==> config.mk <==
export PLATFORM = sky130hd
export DESIGN_NAME = regfile_init
export DESIGN_NICKNAME = d
export VERILOG_FILES = /design/src/rtl/regfile_init.sv
export SDC_FILE = /design/constraint.sdc
export NUM_CORES = 2
export LEC_CHECK = 0
export BUFFER_PORTS_ARGS = -buffer_cell sky130_fd_sc_hd__clkbuf_2
export CORE_MARGIN = 5
export CORE_UTILIZATION = 60
export CTS_CLUSTER_DIAMETER = 200
export CTS_CLUSTER_SIZE = 12
export DETAILED_ROUTE_END_ITERATION = 7
export GPL_TIMING_DRIVEN = 1
export PLACE_DENSITY = 0.77
export RECOVER_POWER = 50
export SLEW_MARGIN = 20
export SYNTH_ARGS = -nofsm -noshare
export SYNTH_HDL_FRONTEND = slang
export SYNTH_SLANG_ARGS = --single-unit
==> constraint.sdc <==
create_clock -name clk -period 7.1 [get_ports clk]
set_clock_uncertainty 0.1 [all_clocks]
set_input_delay 1.42 -clock clk [delete_from_list [all_inputs] [get_ports clk]]
set_output_delay 1.42 -clock clk [all_outputs]
set_load 0.05 [all_outputs]
==> src/rtl/regfile_init.sv <==
// rtl/regfile_init.sv - LEGv8 register file: 2 async read ports, 1 write port, zero reg, optional bypass, index-sweep init
module regfile_init #(
    parameter int WIDTH     = 64,
    parameter int ADDR_BITS = 5,
    parameter int ZERO_REG  = 31,
    parameter int BYPASS    = 1
) (
    input  logic                 clk,
    input  logic                 reset,
    input  logic                 we3,
    input  logic [ADDR_BITS-1:0] ra1,
    input  logic [ADDR_BITS-1:0] ra2,
    input  logic [ADDR_BITS-1:0] wa3,
    input  logic [WIDTH-1:0]     wd3,
    output logic [WIDTH-1:0]     rd1,
    output logic [WIDTH-1:0]     rd2,
    output logic                 ready
);
    localparam int                   DEPTH     = 1 << ADDR_BITS;
    localparam bit                   ZERO_EN   = (ZERO_REG < DEPTH);
    localparam logic [ADDR_BITS-1:0] ZERO_ADDR = ADDR_BITS'(ZERO_REG);
    localparam logic [ADDR_BITS:0]   LAST_CNT  = (ADDR_BITS+1)'(DEPTH - 1);

    typedef enum logic {INIT, RUN} state_t;

    state_t               state_q, state_d;
    logic [ADDR_BITS:0]   cnt_q, cnt_d;
    logic                 ready_q, ready_d;
    logic [WIDTH-1:0]     mem_q [DEPTH];

    logic                 mem_we;
    logic [ADDR_BITS-1:0] mem_wa;
    logic [WIDTH-1:0]     mem_wd;
    logic [ADDR_BITS-1:0] sweep_addr;

    function automatic logic is_zero(input logic [ADDR_BITS-1:0] a);
        return ZERO_EN && (a == ZERO_ADDR);
    endfunction

    assign sweep_addr = cnt_q[ADDR_BITS-1:0];

    always_comb begin
        state_d = state_q;
        cnt_d   = cnt_q;
        ready_d = ready_q;
        mem_we  = 1'b0;
        mem_wa  = wa3;
        mem_wd  = wd3;
        if (reset) begin
            state_d = INIT;
            cnt_d   = '0;
            ready_d = 1'b0;
        end else begin
            case (state_q)
                INIT: begin
                    // Sweep owns the write port; external writes are dropped, not queued.
                    mem_we = 1'b1;
                    mem_wa = sweep_addr;
                    mem_wd = is_zero(sweep_addr) ? '0 : WIDTH'(sweep_addr);
                    cnt_d  = cnt_q + 1'b1;
                    if (cnt_q == LAST_CNT) begin
                        state_d = RUN;
                        ready_d = 1'b1;
                    end
                end
                RUN: begin
                    mem_we = we3 && !is_zero(wa3);
                end
                default: begin
                    state_d = INIT;
                    cnt_d   = '0;
                    ready_d = 1'b0;
                end
            endcase
        end
    end

    always_ff @(posedge clk) begin
        state_q <= state_d;
        cnt_q   <= cnt_d;
        ready_q <= ready_d;
        if (mem_we) begin
            mem_q[mem_wa] <= mem_wd;
        end
    end

    function automatic logic [WIDTH-1:0] read_port(input logic [ADDR_BITS-1:0] ra);
        if (is_zero(ra)) begin
            return '0;
        end
        if ((BYPASS != 0) && ready_q && we3 && (wa3 == ra) && !is_zero(wa3)) begin
            return wd3;
        end
        return mem_q[ra];
    endfunction

    always_comb begin
        rd1 = read_port(ra1);
        rd2 = read_port(ra2);
    end

    assign ready = ready_q;
endmodule

==> reports/metrics.cfg <==
[route]
dr.pass1.iters=7
routed-via-count=58000
post_drt_wl_per_cell_um=41.5
drt_iter0_markers=9723
ant_nets=0
post_drt_via_cell_ratio=7.92
drc=0
wirelength_mm=304

[power_and_ir_drop]
p_leak_nw=34.2
p_sw_frac=0.246
p_comb_frac=0.112
internal_power_mw=19.4
net-switching-power_mw=6.32
p_per_area_mw_per_mm2=241
seqPwrFrac=0.528
pwr-share-clk=0.360
ir_worst_vdd_uv=226

[critical_path]
worstPathCellList=clkbuf_1 > nor2_1 > mux2i_1 > or3_1 > nor2_1 > buf_4
start_kind=input pin
cp_common_cell=nor2_1
r2r-start=state_q
reg2reg_depth=5
crit_path_top_delay_cell=nor2_1
r2r_setup_slack_ns=0.95
worstPathRequired_ns=7.47
critical_path_class=in2reg
reg2reg_to=mem_q[21][50]
crit_path_max_incr_delay_ns=1.75
crit_fanout=20
cp.arrival_ns=6.89
endpoint_kind=register

[sta]
fin_tns_setup_ns=0
setup_viol=0
period_share=0.919
hold_viol_final=0
period_minus_slack_ns=6.52
final_max_slew_viol_count=100
holdWs_ns=0.432
fmax_mhz=153
worstMarginPinSlew_ns=2.25
rsz0062_at_grt=no
slew_headroom=-0.509

[yosys]
ys.flop_type=edfxtp_1
synth_top_area_share=0.637
syn-instance-count=4837
synth_top_cell_by_area=edfxtp_1
synth_edf_count=2048
synthesis.nets=4922
synth_area_mm2=0.0966
ys_async_sr_fraction=0
synthDistinctLibCells=62
seq_area_frac_synth=0.638
synth_warnings=0
syn_area_per_cell_um2=20.0
ys_ff_latch=2056
synth.area.top_cells=edfxtp_1 64%, mux4_2 23%, mux2i_1 2.8%, a22oi_1 1.4%, nor2b_1 1.0%

[cts]
htreeDepth=4
cts_tree=done
post_cts_resize_count=0
clock_path_buffers=3
cts_hold_buf=0
clkTransAtPathRegs_ns=0.06
cts_sinks=2056
numCtsBuffers=189
postCtsSetupBuffers=0
clockRootBuffer=clkbuf_16
clk_latency_ns=0.86

[cells_and_area]
layout_common_cells=2048 x edfxtp_1, 1001 x mux4_2, 269 x mux2i_1
final_common_cell=edfxtp_1
synthToLayoutAreaGrowth_pct=10.4
drive_gt1_frac=0.330
fin_nets=5207

[die]
die_h_um=411
start_util=0.602
core.rowCount=147
die_area_mm2=0.169
num_io_pins=211
coreArea_mm2=0.160
fp.dieW_um=411

[global_routing]
grt_max_degree=86
first_global_vias=58800
antenna_found_initial=9
grt_pass1_wl_mm=432
grt_overflow=0
grt_usage=0.362

[outcome]
status=complete, but fails checks
failed_checks=capacitance limit, slew limit

[hold_path]
hold_path_end=cnt_q[0]
hold_depth=2
min-delay-start=cnt_q[0]
hp-class=reg2reg

[run]
max-cap-violations=6

[placed_design]
hpwl_mm=172
port_buffers=210
gp_congestion=0.881

==> stage by stage <==
step	cell area (um2)	total power [mW]	worst slack [ns]	utilization	instances
finish	107000	25.7	0.577	0.665	7331
global route	107000	26.3	0.725	0.665	7324
CTS	107000	25.7	1.08	0.667	7323
detailed placement	102000	16.6	1.10	0.634	7091
global placement	102000	16.6	0.901	0.634	7087
floorplan	96600	15.7	1.17	-	4837
==> power by group through the flow <==
| stage | Combinational (mW) | Sequential, mW | Clock (mW) |
|---|---|---|---|
| floorplan | 1.89 | 13.8 | 0 |
| global placement | 2.81 | 13.8 | 0 |
| detailed placement | 2.84 | 13.8 | 0 |
| CTS | 2.85 | 13.5 | 9.27 |
| global route | 2.97 | 13.5 | 9.81 |
| finish | 2.88 | 13.5 | 9.24 |
==> layout make-up <==
class                   count  area [um2]
clock buffers             217        4860
fillers                 10200       53700
flip-flops and latches   2056       61700
repair buffers            496        3990
diodes                      8        20.0
clock inverters            15         364
well taps                2160        2700
multi-input cells        2372       33100
inverters                   7        26.3
==> kinds of logic after synthesis <==
logic type | synth area share
multiplexers | 0.263
flip-flops | 0.638
buffers and inverters | 0.0229
adder cells (fa/ha/maj) | 0.000389
AO/OA/AOI/OAI | 0.0492
AND/OR/NAND/NOR | 0.0251
XOR/XNOR | 0.00118
==> worst max-delay path, delay by kind of cell <==
kind	cells	cell delay, ns
and+or+nand+nor	3	3.97
muxes	1	0.56
buffers and inverters	2	0.86
==> flip-flops by register name (all words and copies together), names as in the netlist <==
register / count
state_q: 1
ready: 1
cnt_q: 6
mem_q: 2048
==> how the worst max path moves through the flow <==
stage | from | end | slack, ns | depth (start not counted)
global route | reset | mem_q[21][50] | 0.72 | 6
CTS | ra2[2] | rd2[26] | 1.08 | 8
global placement | ra2[2] | rd2[58] | 0.90 | 7
detailed placement | ra2[2] | rd2[26] | 1.10 | 8
floorplan | reset | mem_q[12][0] | 1.17 | 4
finish | reset | mem_q[21][50] | 0.58 | 6
==> per-layer routing <==
layer	wire, um	vias up	GRT usage	share of wire
li1	-	21600	-	-
met1	99400	30000	0.488	0.33
met2	139000	5248	0.548	0.46
met3	44300	1142	0.0974	0.15
met4	20800	4	0.198	0.068
met5	31	-	0	0.00010
==> cells in the mapped netlist, types with 11 or more instances <==
| master | n |
|---|---|
| a221oi_1 | 59 |
| xnor2_1 | 11 |
| nor2b_1 | 162 |
| a221o_1 | 99 |
| nand2b_1 | 18 |
| buf_6 | 57 |
| and2_1 | 12 |
| mux2i_1 | 269 |
| nand2_1 | 119 |
| nor3_1 | 15 |
| mux4_2 | 1001 |
| buf_4 | 22 |
| a22oi_1 | 174 |
| nor2_1 | 75 |
| a211oi_1 | 47 |
| a211o_1 | 16 |
| buf_1 | 20 |
| a22o_1 | 19 |
| nand3_1 | 29 |
| o21ai_0 | 23 |
| mux2_2 | 15 |
| o21ai_1 | 19 |
| buf_2 | 91 |
| nor3b_1 | 15 |
| a21oi_1 | 47 |
| a31oi_1 | 16 |
| clkbuf_1 | 207 |
| o22ai_1 | 19 |
| edfxtp_1 | 2048 |
Power figures use the tool's default switching activity.
